File: src/rtl/bank_access_ctrl.sv
// bank_access_ctrl: client-side controller for the multi-bank memory.
// Buffers writes in a small FIFO and issues at most one read and one write per cycle.
// A queued write yields to a read on the same sub-memory until it has been blocked
// STARVE_MAX times in a row; after that, reads stall for one cycle so the write can go.
// Reads stall while any queued write targets the same address, so read data is never stale.
// Read data comes back two edges after the read is accepted.
module bank_access_ctrl #(
    parameter int unsigned ADDR_W     = 11,
    parameter int unsigned DATA_W     = 8,
    parameter int unsigned WQ_DEPTH   = 4,
    parameter int unsigned STARVE_MAX = 3
) (
    input  logic                        clk,
    input  logic                        rst,
    input  logic                        wr_valid,
    output logic                        wr_ready,
    input  logic [ADDR_W-1:0]           wr_addr,
    input  logic [DATA_W-1:0]           wr_data,
    input  logic                        rd_valid,
    output logic                        rd_ready,
    input  logic [ADDR_W-1:0]           rd_addr,
    output logic                        rsp_valid,
    output logic [ADDR_W-1:0]           rsp_addr,
    output logic [DATA_W-1:0]           rsp_data,
    output logic [$clog2(WQ_DEPTH):0]   wq_level,
    output logic                        mem_ren,
    output logic [ADDR_W-1:0]           mem_raddr,
    output logic                        mem_wen,
    output logic [ADDR_W-1:0]           mem_waddr,
    output logic [DATA_W-1:0]           mem_din,
    input  logic [DATA_W-1:0]           mem_dout
);

    localparam int unsigned PTR_W = $clog2(WQ_DEPTH);
    localparam int unsigned LVL_W = PTR_W + 1;
    localparam int unsigned STV_W = $clog2(STARVE_MAX + 1);
    localparam logic [LVL_W-1:0] FULL_LVL = LVL_W'(WQ_DEPTH);
    localparam logic [STV_W-1:0] STV_MAX  = STV_W'(STARVE_MAX);

    // Write queue storage; q_vld marks live entries for the read-after-write hazard check.
    logic [ADDR_W-1:0]   q_addr [WQ_DEPTH];
    logic [DATA_W-1:0]   q_data [WQ_DEPTH];
    logic [WQ_DEPTH-1:0] q_vld;
    logic [PTR_W-1:0]    rd_ptr;
    logic [PTR_W-1:0]    wr_ptr;
    logic [LVL_W-1:0]    level;
    logic [STV_W-1:0]    stv;

    logic                pend_valid;
    logic [ADDR_W-1:0]   pend_addr;

    logic                nonempty;
    logic                hazard;
    logic                force_w;
    logic                conflict;
    logic                push;
    logic                pop;
    logic [ADDR_W-1:0]   head_addr;
    logic [DATA_W-1:0]   head_data;

    assign wq_level = level;

    // Hazard: the requested read address matches any live queue entry.
    always_comb begin
        hazard = 1'b0;
        for (int i = 0; i < WQ_DEPTH; i++) begin
            if (q_vld[i] && (q_addr[i] == rd_addr)) begin
                hazard = 1'b1;
            end
        end
    end

    // Issue logic: read goes first, head write goes unless it collides on the sub-memory.
    always_comb begin
        nonempty  = (level != '0);
        force_w   = (stv == STV_MAX);
        wr_ready  = !rst && (level != FULL_LVL);
        rd_ready  = !rst && !hazard && !force_w;
        mem_ren   = rd_valid && rd_ready;
        mem_raddr = rd_addr;
        head_addr = '0;
        head_data = '0;
        if (nonempty) begin
            head_addr = q_addr[rd_ptr];
            head_data = q_data[rd_ptr];
        end
        mem_waddr = head_addr;
        mem_din   = head_data;
        conflict  = mem_ren && (rd_addr[ADDR_W-1:7] == head_addr[ADDR_W-1:7]);
        mem_wen   = !rst && nonempty && !conflict;
        push      = wr_valid && wr_ready;
        pop       = mem_wen;
    end

    // Queue pointers, level and valid flags.
    always_ff @(posedge clk) begin
        if (rst) begin
            rd_ptr <= '0;
            wr_ptr <= '0;
            level  <= '0;
            q_vld  <= '0;
        end else begin
            if (push) begin
                wr_ptr         <= wr_ptr + PTR_W'(1);
                q_vld[wr_ptr]  <= 1'b1;
            end
            if (pop) begin
                rd_ptr         <= rd_ptr + PTR_W'(1);
                q_vld[rd_ptr]  <= 1'b0;
            end
            if (push && !pop) begin
                level <= level + LVL_W'(1);
            end else if (pop && !push) begin
                level <= level - LVL_W'(1);
            end
        end
    end

    // Queue payload; contents need no reset because q_vld qualifies them.
    always_ff @(posedge clk) begin
        if (push) begin
            q_addr[wr_ptr] <= wr_addr;
            q_data[wr_ptr] <= wr_data;
        end
    end

    // Starvation counter: counts consecutive edges the head write lost to a read.
    always_ff @(posedge clk) begin
        if (rst) begin
            stv <= '0;
        end else if (mem_wen) begin
            stv <= '0;
        end else if (nonempty && conflict && (stv != STV_MAX)) begin
            stv <= stv + STV_W'(1);
        end
    end

    // Response pipe: capture the address at accept, pair it with mem_dout one edge later.
    always_ff @(posedge clk) begin
        if (rst) begin
            pend_valid <= 1'b0;
            pend_addr  <= '0;
            rsp_valid  <= 1'b0;
            rsp_addr   <= '0;
            rsp_data   <= '0;
        end else begin
            pend_valid <= mem_ren;
            if (mem_ren) begin
                pend_addr <= rd_addr;
            end
            rsp_valid <= pend_valid;
            if (pend_valid) begin
                rsp_addr <= pend_addr;
                rsp_data <= mem_dout;
            end
        end
    end

endmodule

File: config.mk
export PLATFORM = sky130hd
export DESIGN_NAME = bank_access_ctrl
export DESIGN_NICKNAME = d
export VERILOG_FILES = /design/src/rtl/bank_access_ctrl.sv
export SDC_FILE = /design/constraint.sdc
export NUM_CORES = 1
export LEC_CHECK = 0
export CAP_MARGIN = 20
export CORE_MARGIN = 1.5
export CORE_UTILIZATION = 57
export DETAILED_ROUTE_END_ITERATION = 8
export PLACE_DENSITY = 0.85
export SLEW_MARGIN = 30
export SYNTH_ARGS = -nofsm -noshare
export SYNTH_HDL_FRONTEND = slang
export SYNTH_SLANG_ARGS = --single-unit
File: constraint.sdc
create_clock -name clk -period 8 [get_ports clk]
set_input_delay 0.8 -clock clk [delete_from_list [all_inputs] [get_ports clk]]
set_output_delay 0.8 -clock clk [all_outputs]
set_load 0.02 [all_outputs]
; Word level (Yosys, flattened, before mapping)
; Memory sizes are Yosys's and may differ from the RTL's. A register that Yosys moved wholly into a read port is not among the register bits.
; Cells that the tools add are included.
[classes]
order_cmp = 4
mul = 0
n_addsub = 5
n_div = 0
reduce_logical = 27
shifts = 0
bitwise_logic = 3
eq_ne = 8
n_mux = 21
[ops]
columns = cell, n
row1 = $eq 11x11->1, 4
row2 = $logic_and 1x1->1, 18
row3 = $mux 4, 3
row4 = $mux 11, 1
row5 = $mux 1, 8
row6 = $mux 2, 4
row7 = $mux 8, 1
row8 = $add 2x1->2 const B, 3
row9 = $logic_not 1->1, 6
row10 = $lt 2x3->1 const B, 2
row11 = $mux 3, 2
row12 = $and 4x4->4, 1
row13 = $demux 1 s2, 2
row14 = $eq 4x4->1, 1
row15 = $ge 2x1->1 const B, 2
row16 = $not 4->4, 1
row17 = $or 4x4->4, 1
row18 = $add 3x1->3 const B, 1
row19 = $ne 3x3->1 const B, 1
row20 = $reduce_bool 3->1, 1
row21 = $sub 3x1->3 const B, 1
row22 = $eq 2x2->1 const B, 1
row23 = $ne 2x2->1 const B, 1
row24 = $reduce_bool 2->1, 1
row25 = $reduce_or 2->1, 1
[word_totals]
mem_count = 2
reg_bits = 45
romBits = 0
latchBits = 0
elab_cells = 80
ram_bits = 76
[memory_table]
columns = name, depth, word_bits, read_ports, rd_clocked_by_memory_dff, write_ports, line_no
row1 = q_addr, 4, 11, 5, 1, 1, 41  ; logic [ADDR_W-1:0] q_addr [WQ_DEPTH];
row2 = q_data, 4, 8, 1, 1, 1, 42  ; logic [DATA_W-1:0] q_data [WQ_DEPTH];

; Logic depth before layout (Yosys ltp)
; Gate-level depths: netlist of the first run.
[depth]
word_depth = 16
depth_mapped = 14
depth_no_buf = 13

; Worst setup path after synthesis of the first run
; Ideal clock, no wire load.
[synth_path]
path_type = input to register
from = in rd_addr[3]
to = reg level[2] (netlist: wq_level[2])
setup_ns = 0.070
cell_stages = 14
n_path_buf = 1
t_arrival_ns = 3.193
setup_slack_ns = 4.736
path_cell_list = buf_2 xnor2_1 and4_1 a311oi_1 nand4_1 inv_2 a31oi_4 nand2b_1 ha_1 inv_1 fa_1 xor2_1 or3_1 a21oi_1
[synth_between]
elab_chain_len = 16
elab_cells_between_ends = 24
[synth_lines]
columns = item, line_no
row1 = "start, declared", 21  ; input logic [ADDR_W-1:0] rd_addr,
row2 = $eq 11x11->1, 67  ; if (q_vld[i] && (q_addr[i] == rd_addr)) begin
row3 = $logic_and 1x1->1, 67
row4 = $mux 1 (3 in a row), 67
row5 = $mux 1 *, 67
row6 = $logic_not 1->1 *, 78  ; rd_ready = !rst && !hazard && !force_w;
row7 = $logic_and 1x1->1 * (2 in a row), 78
row8 = $logic_and 1x1->1 *, 79  ; mem_ren = rd_valid && rd_ready;
row9 = $logic_and 1x1->1 *, 89  ; conflict = mem_ren && (rd_addr[ADDR_W-1:7] == head_addr[ADDR_W-1:7]);
row10 = $logic_not 1->1 *, 90  ; mem_wen = !rst && nonempty && !conflict;
row11 = $logic_and 1x1->1 *, 90
row12 = $logic_not 1->1, 111  ; if (push && !pop) begin
row13 = $logic_and 1x1->1, 111
row14 = $mux 3 or $reduce_bool 2->1 (tied branches), -
row15 = "end signal, assigned", 112  ; level <= level + LVL_W'(1);
row16 = "end signal, assigned", 114  ; level <= level - LVL_W'(1);
row17 = "end, declared", 46  ; logic [LVL_W-1:0] level;
; Mark *: on every way between the ends. The rest lies on a longest branch, timed or not.
; A chain may end at the register's enable or synchronous reset.

; Worst setup path in the final report of the first run
[layout_path]
from = in rd_addr[7]
to = out mem_wen
[layout_between]
elab_chain_len = 13
elab_cells_between_ends = 20
[layout_lines]
columns = item, line_no
row1 = $eq 11x11->1, 67
row2 = $logic_and 1x1->1, 67
row3 = $mux 1 (4 in a row), 67
row4 = $logic_not 1->1, 78
row5 = $logic_and 1x1->1 (2 in a row), 78
row6 = $logic_and 1x1->1, 79
row7 = $logic_and 1x1->1 *, 89
row8 = $logic_not 1->1 *, 90
row9 = $logic_and 1x1->1 *, 90
row10 = "end, declared", 28  ; output logic mem_wen,
; Marked as above.

==> metrics, run 1 <==
status finished clean; simple-gate share of the synthesized area 0.0961; Switch Pwr slightly below 700 µW; clock power share 0.321; top cell type's share of synthesized area 0.410; largest net degree at the start of global routing 51; Clock Tree Buf Depth 2; # placed instances 607; post-CTS sizing 0; most common cell after layout, fill and taps aside clkdlybuf4s50_1; Ports approximately 100; pwr dens approximately 310 mW/mm²; nets between 500 and 600; first-pass GRT wire length around 19000 µm; Worst-Margin Slew approximately 0.75 ns; CP endpoint kind output pin; Initial DRT Pass Iterations 5; clk_lat worst skew 0.51 ns; Synth Area in XOR/XNOR 0.0739; yosys warns 0; sequential share of power 0.345; CTS tree built; CP required a little over 7 ns; VDD IR max around 210 µV; Max Cap Violations 0; GP Congestion approximately 0.90; CTS Buf Count 17; total number of vias ~3.6k; core box area 0.00937 mm²; crit path launch type input pin; skew final 0.00953 ns; Netlist cell types 44; post-synthesis sequential area ratio 0.578; WL/cell about 19 µm; largest cells by area after synthesis edfxtp_1 (41%), dfxtp_1 (17%), xnor2_1 (5.8%); leak pwr about 2.4 nW; Sw Ratio 0.309; Setup CP Type in -> out; total track usage 0.249; Root Driver clkbuf_8; Total Power ~2.2 mW; hpwl dp ~8200 µm; Synth Area in Compound Gates 0.0469; largest family of logic cells by synthesized area multiplexers; Detailed Route WL between 10000 and 15000 µm; crit share post-route 0.609; number of routed nets with antenna violations 0; diodes inserted 0; initial drt markers about 140; Critical Path Fanout Max 14; share of layout cells above drive strength 1 0.114; Yosys reg bits around 120; RSZ-0062 raised after global routing false; vias per cell about 5.7; Post-Syn Instances between 400 and 500; Cell Rows 35; Post-Syn Nets 470; area leader, netlist edfxtp_1; total negative slack 0 ns; mux cell area share after synthesis 0.132; PortBufs roughly 100; area delta synth->final 27.1%; Comb power frac 0.334; Die Wd slightly above 100 µm; clock-pin slew on the worst setup and hold paths roughly 0.050 ns; Max-slew headroom 0.503; vias in the first global route between 3k and 4k; initial antenna violation count 0; final setup fails 0; Die Footprint roughly 0.010 mm²; Tmin final 4.87 ns; mapped cell area between 0.005 and 0.006 mm²; Int Power approximately 1.5 mW; Post-route DRC 0; Starting Density 0.595; Hold Path Class reg -> reg; Sink Count between 100 and 150; Critical Path AT 4.07 ns; die height roughly 100 µm; H-tree depth 4; Hold-fix buffers, CTS 0; Max Slew Vio Count 0; Fmax 0.205 GHz; Non-Filler Instances approximately 640; total gr overflow 0; adder-cell share of the synthesized area 0.0260; most frequent cells in the layout clkdlybuf4s50_1 (98), edfxtp_1 (76), dfxtp_1 (46), xnor2_1 (37), nor2_1 (32); postcts setup bufs 0; synthesized area per cell roughly 13 µm²; Hold Fails Final Rpt 0; Filler Cell Count approximately 620
==> flip-flops by register name (all words and copies together) (netlist names), named ones only <==
name	flops
pend_addr	11
rd_ptr	2
rsp_data	8
pend_valid	1
rsp_addr	11
q_data	32
wq_level	3
stv	2
q_vld	4
wr_ptr	2
rsp_valid	1
q_addr	44
==> Yosys cell counts (all sizes together) <==
library cell,number
edfxtp,76
dfxtp,47
xnor2,37
nor2,32
buf,27
mux2i,26
and2,20
mux4,19
o21ai,15
a21oi,14
clkbuf,13
nand3,12
inv,11
nand4,11
ha,10
xor2,10
or3,5
a211oi,4
and3,4
nand2,3
nand2b,3
nor4,3
mux2,2
nor2b,2
nor3,2
o22ai,2
a311oi,1
a31oi,1
and4,1
fa,1
o211a,1
o221ai,1
o31ai,1
==> power groups by stage <==
stage          combinational [mW]  clock, mW  sequential, mW
4_1_cts                     0.738      0.705           0.756
3_3_place_gp                0.725          0           0.765
6_report                    0.731      0.701           0.756
5_1_grt                     0.782      0.740           0.760
3_5_place_dp                0.734          0           0.768
2_1_floorplan               0.458          0           0.774
==> final cells by class <==
class,count,area (µm²),area share
sequential,123,3220,0.455
clock inverter,6,35.0,0.00495
clock buffer,26,520,0.0735
tap,129,161,0.0228
timing repair buffer,101,1000,0.142
multi-input combinational,243,2100,0.296
inverter,11,41.3,0.00583
==> worst max-delay path, stage by stage <==
cell             delay [ns]
clkdlybuf4s50_1        0.76
xnor2_1                0.19
nand4_1                0.17
or3_1                  0.35
nand4_1                0.39
inv_2                  0.25
a31oi_4                0.37
nor2b_1                0.17
clkdlybuf4s50_1        0.61
==> routing by layer <==
metal / share of wire / global-route usage
met1: 0.43 / 0.312
met2: 0.48 / 0.418
met3: 0.077 / 0.0691
met4: 0.012 / 0.0854
met5: 0 / 0
==> metrics by stage <==
step | util | area (µm²) | setup WS (ns) | hold WS (ns)
global route | 0.756 | 7080 | 2.91 | 0.512
floorplan | - | 5570 | 4.74 | 0.429
detailed placement | 0.696 | 6530 | 3.19 | 0.464
global placement | 0.696 | 6520 | 3.25 | 0.441
CTS | 0.756 | 7080 | 3.15 | 0.479
finish | 0.756 | 7080 | 3.13 | 0.482
==> cells by family (layout without fill, tap and decap cells) <==
family                     after synthesis  in the layout
DFF                                    123            123
and+or+nand+nor                         98             98
buffers and inverters                   51            144
xor gates and xnor gates                47             47
muxes                                   47             47
AOI/OAI and AO/OA                       40             40
adders and majority gates               11             11
==> final timing paths <==
check / start / end / slack [ns] / cells past startpoint
worst max-delay path: rd_addr[7] / mem_wen / 3.13 / 9
worst min-delay path: pend_addr[6] / pend_addr[6] / 0.48 / 2
worst max register to register: q_addr[3][1] / wq_level[2] / 4.40 / 13
worst min register to register: pend_addr[6] / pend_addr[6] / 0.48 / 2
Power figures use the tool's default switching activity.
==> run 2, diff against run 1 <==
- CORE_UTILIZATION: 57 -> 48
- PLACE_DENSITY: 0.85 -> 0.77
- clock period: 8 -> 4.02 ns (I/O delays scaled with it)
==> metrics, run 2 (synthesized netlist as in run 1, its figures left out) <==
leak pwr 2.48 nW (was 2.44 nW); total gr overflow 0 (unchanged); total number of vias 3649 (was 3627); WL/cell 18.9 µm (was 18.7 µm); Root Driver clkbuf_16 (was clkbuf_8); Worst-Margin Slew 0.684 ns (was 0.746 ns); total track usage 0.214 (was 0.249); FF-to-FF End wq_level[2] (unchanged); first-pass GRT wire length 20400 µm (was 18900 µm); final core occ 0.633 (was 0.756); Post-route DRC 0 (unchanged); most frequent cells in the layout clkdlybuf4s50_1 (98), edfxtp_1 (76), dfxtp_1 (46), xnor2_1 (37), nor2_1 (32) (unchanged); max reg flops 44 (unchanged); Max Slew Vio Count 0 (unchanged); Die Footprint 0.0123 mm² (was 0.0104 mm²); Critical Path Fanout Max 9 (was 14); Ports 99 (unchanged); Hold-fix buffers, CTS 0 (unchanged); DP Worst Slack 0.413 ns (was 3.19 ns); diodes inserted 0 (unchanged); vias per cell 5.53 (was 5.68); R2R depth 12 (was 13); RSZ-0062 raised after global routing false (unchanged); pwr dens 631 mW/mm² (was 309 mW/mm²); crit path launch type flip-flop (was input pin); total negative slack 0 ns (unchanged); final setup fails 0 (unchanged); Hold Path Class reg -> reg (unchanged); # placed instances 628 (was 607); Tmin final around 3.7 ns; Critical Path AT 3.33 ns (was 4.07 ns); share of layout cells above drive strength 1 0.126 (was 0.114); most common cell after layout, fill and taps aside clkdlybuf4s50_1 (unchanged); CTS Buf Count 17 (unchanged); GP Congestion 0.892 (was 0.896); PortBufs 98 (unchanged); CP required 3.62 ns (was 7.20 ns); Total Power 4.54 mW (was 2.19 mW); Finished Cell Area 0.00719 mm² (was 0.00708 mm²); crit share post-route 0.928; Setup CP Type reg -> out (was in -> out); CP endpoint kind output pin (unchanged); Non-Filler Instances 660 (was 639); status finished clean (unchanged); clk_lat worst skew 0.41 ns (was 0.51 ns); Clock Tree Buf Depth 2 (unchanged); Starting Density 0.490 (was 0.595); Worst Setup EP mem_wen (unchanged); number of routed nets with antenna violations 0 (unchanged); clock-pin slew on the worst setup and hold paths 0.06 ns (was 0.05 ns); H-tree depth 4 (unchanged); skew final 0.00815 ns (was 0.00953 ns); Fmax between 0.2 and 0.3 GHz; area delta synth->final 29.1% (was 27.1%); die height 111 µm (was 102 µm); hpwl dp 8650 µm (was 8230 µm); Top reg by flops q_addr (unchanged); Setup WS post-layout 0.288 ns (was 3.13 ns); VDD IR max 436 µV (was 214 µV); Post-DP Area 0.00659 mm² (was 0.00653 mm²); Die Wd 111 µm (was 102 µm); Hold Fails Final Rpt 0 (unchanged); Initial DRT Pass Iterations 5 (unchanged); Cell Rows 39 (was 35); post-CTS sizing 0 (unchanged); Top Registers q_addr: 44 flops, q_data: 32 flops (unchanged); Reg2Reg Setup Slack 0.52 ns (was 4.40 ns); postcts setup bufs 0 (unchanged); core box area 0.0114 mm² (was 0.00937 mm²); initial antenna violation count 0 (unchanged); nets 557 (was 550); vias in the first global route 3945 (was 3697); Max Cap Violations 0 (unchanged); worst hold slack 0.478 ns (was 0.482 ns); Sink Count 123 (unchanged); CTS tree built (unchanged); Detailed Route WL 12500 µm (was 12000 µm); Max-slew headroom 0.540 (was 0.503); initial drt markers 154 (was 143); largest net degree at the start of global routing 48 (was 51)
-- run 2: cell types whose count changed in the layout (fill, tap and decap cells not counted), moves of 3 or more --
cell       before  now
buf_4           3   10
clkbuf_8        4    0
bufinv_16       0    3
clkbuf_1        4    0
-- run 2: report_power, final --
part           switching (mW)  internal (mW)  leakage [nW]
logic                   0.749          0.722          1.13
registers               0.101           1.43          1.07
clock network           0.558          0.972         0.281
-- run 2: metal layers --
metal	global-route usage	part of all wire	vias to the layer above
li1	-	-	1683
met5	0	0	-
met4	0.0846	0.024	0
met1	0.267	0.42	1785
met3	0.0580	0.063	24
met2	0.355	0.49	157
-- run 2: worst min path at each step --
stage / cells past startpoint / from / slack (ns) / end
after CTS: 2 / pend_addr[4] / 0.48 / pend_addr[4]
after floorplan: 2 / stv[1] / 0.43 / stv[1]
after global placement: 2 / stv[1] / 0.44 / stv[1]
after detailed placement: 2 / pend_addr[4] / 0.47 / pend_addr[4]
final: 2 / pend_addr[4] / 0.48 / pend_addr[4]
after global routing: 2 / pend_addr[4] / 0.50 / pend_addr[4]
-- run 2: worst max-delay path: stages, from the launching register on --
cell	delay, ns
dfxtp_1	0.63
mux4_1	0.61
and2_4	0.18
mux2i_2	0.22
nor4_4	0.08
a31oi_4	0.34
nor2b_1	0.23
clkdlybuf4s50_1	0.63
-- run 2: area by class of cell --
type | count | area [µm²]
Multi-Input combinational cell | 243 | 2090
Inverter | 11 | 41.3
Fill cell | 855 | 4180
Tap cell | 143 | 179
Timing Repair Buffer | 108 | 1060
Clock buffer | 17 | 425
Clock inverter | 15 | 173
Sequential cell | 123 | 3220
==> run 3, diff against run 2 <==
- CORE_UTILIZATION: 48 -> 60
- DONT_BUFFER_PORTS: not set -> 1
- PLACE_DENSITY: 0.77 -> 0.76
- SETUP_SLACK_MARGIN: not set -> 0.2
- clock period: 4.02 -> 3.65 ns (I/O delays scaled with it)
==> metrics, run 3 (synthesized netlist as in run 1, its figures left out) <==
total number of vias 3355 (was 3649); hpwl dp 7620 µm (was 8650 µm); worst hold path cell count 2 (unchanged); most common cell after layout, fill and taps aside edfxtp_1 (was clkdlybuf4s50_1); crit path launch type flip-flop (unchanged); leak pwr 2.27 nW (was 2.48 nW); Setup CP Type reg -> reg (was reg -> out); Clock Tree Buf Depth 2 (unchanged); H-tree depth 4 (unchanged); Reg2Reg Setup Slack 0.41 ns (was 0.52 ns); crit share post-route 0.888; max reg flops 44 (unchanged); Max Slew Vio Count 0 (unchanged); share of layout cells above drive strength 1 0.149 (was 0.126); number of routed nets with antenna violations 0 (unchanged); total track usage 0.259 (was 0.214); skew final 0.0126 ns (was 0.00815 ns); Hold Fails Final Rpt 0 (unchanged); Cell Rows 34 (was 39); Sink Count 123 (unchanged); Top Registers q_addr: 44 flops, q_data: 32 flops (unchanged); most frequent cells in the layout edfxtp_1 (76), dfxtp_1 (45), xnor2_1 (37), nor2_1 (32), dlygate4sd3_1 (32) (was clkdlybuf4s50_1 (98), edfxtp_1 (76), dfxtp_1 (46), xnor2_1 (37), nor2_1 (32)); Tmin final between 3 and 4 ns; Worst-Margin Slew 0.603 ns (was 0.684 ns); CTS tree built (unchanged); initial drt markers 283 (was 154); VDD IR max 606 µV (was 436 µV); CP endpoint kind flip-flop (was output pin); Top reg by flops q_addr (unchanged); Post-route DRC 0 (unchanged); largest net degree at the start of global routing 41 (was 48); Hold EP pend_addr[7] (was pend_addr[4]); clk_lat worst skew 0.51 ns (was 0.41 ns); first-pass GRT wire length 19000 µm (was 20400 µm); GP Congestion 0.918 (was 0.892); CTS Buf Count 17 (unchanged); final setup fails 0 (unchanged); Setup WS post-layout 0.407 ns (was 0.288 ns); Max Cap Violations 0 (unchanged); worst hold slack 0.0141 ns (was 0.478 ns); Critical Path Fanout Max 9 (unchanged); Die Footprint 0.00987 mm² (was 0.0123 mm²); Multi-input gate area 0.00210 mm² (was 0.00209 mm²); die height 99.4 µm (was 111 µm); total negative slack 0 ns (unchanged); WL/cell 20.8 µm (was 18.9 µm); HP Start rd_addr[7] (was pend_addr[4]); FF-to-FF End wq_level[2] (unchanged); DP Worst Slack 0.330 ns (was 0.413 ns); nets 499 (was 557); total gr overflow 0 (unchanged); R2R depth 12 (unchanged); CP required 4.09 ns (was 3.62 ns); Initial DRT Pass Iterations 4 (was 5); Starting Density 0.630 (was 0.490); diodes inserted 0 (unchanged); postcts setup bufs 0 (unchanged); PortBufs 0 (was 98); Die Wd 99.4 µm (was 111 µm); Detailed Route WL 11800 µm (was 12500 µm); vias per cell 5.94 (was 5.53); area delta synth->final 16.6% (was 29.1%); vias in the first global route 3555 (was 3945); Filler Cell Count 609 (was 855); initial antenna violation count 0 (unchanged); Critical Path AT 3.68 ns (was 3.33 ns); status finished clean (unchanged); pwr dens 694 mW/mm² (was 631 mW/mm²); Hold Path Class in -> reg (was reg -> reg); RSZ-0062 raised after global routing false (unchanged); Ports 99 (unchanged); clock-pin slew on the worst setup and hold paths 0.05 ns (was 0.06 ns); Root Driver clkbuf_8 (was clkbuf_16); core box area 0.00885 mm² (was 0.0114 mm²); Sequential Area 0.00323 mm² (was 0.00322 mm²); Max-slew headroom 0.598 (was 0.540); Fmax 0.308 GHz
run 3: cell count changes in the layout (fill, tap and decap cells not counted), sizes merged:
| cell | previous run | this run |
|---|---|---|
| clkdlybuf4s50 | 98 | 0 |
| dlygate4sd3 | 0 | 32 |
| buf | 10 | 18 |
| clkbuf | 17 | 20 |
| clkinvlp | 4 | 2 |
| inv | 13 | 11 |
| bufinv | 3 | 2 |
run 3: critical path, stage by stage (launching register included):
cell      delay [ns]
dfxtp_2         0.43
mux4_1          0.58
and2_4          0.18
mux2i_2         0.16
nor4_4          0.24
a31oi_4         0.20
nand2b_1        0.15
ha_1            0.20
inv_1           0.07
fa_1            0.38
xor2_1          0.16
or3_1           0.30
a21oi_1         0.14
run 3: worst max-delay path by stage:
| stage | endpoint | from | slack (ns) |
|---|---|---|---|
| final | wq_level[2] | flip-flop | 0.41 |
| after global routing | wq_level[2] | q_addr[3][3] | 0.19 |
| after CTS | wq_level[2] | wq_level[1] | 0.30 |
| after detailed placement | wq_level[2] | flip-flop | 0.33 |
| after global placement | wq_level[2] | flip-flop | 0.43 |
| after floorplan | wq_level[2] | wq_level[0] | 0.68 |
run 3: timing repair:
item                       in CTS  in global routing
hold endpoints to repair      116                  0
setup endpoints to repair       0                  1
hold buffers                   33                  0
gates resized for setup         0                  2
run 3: report_power, final:
| group | leakage [nW] | internal [mW] | switching, mW |
|---|---|---|---|
| clock | 0.255 | 0.951 | 0.553 |
| combinational | 0.937 | 0.559 | 0.746 |
| sequential | 1.07 | 1.58 | 0.119 |
| total | 2.27 | 3.09 | 1.42 |
run 3: area by class of cell:
cell class	instances	area share
clock buffers	20	0.0655
clock inverters	10	0.0158
inverters	11	0.00636
multi-input cells	243	0.323
flip-flops and latches	123	0.497
well taps	108	0.0208
repair buffers	50	0.0721
run 3: stage by stage:
step	power [mW]	cell area (µm²)	instances	util
6_report	4.51	6490	565	0.734
3_3_place_gp	2.95	5620	502	0.635
2_1_floorplan	2.70	5570	417	-
3_5_place_dp	2.97	5620	502	0.635
5_1_grt	4.72	6490	565	0.734
4_1_cts	4.53	6490	565	0.733
run 3: layer usage:
metal  global-route usage  vias to the layer above  share of wire
li1                     -                     1561              -
met1                0.344                     1641           0.41
met2                0.405                      138           0.49
met3               0.0907                       15          0.086
met4               0.0813                        0          0.012
met5                    0                        -              0
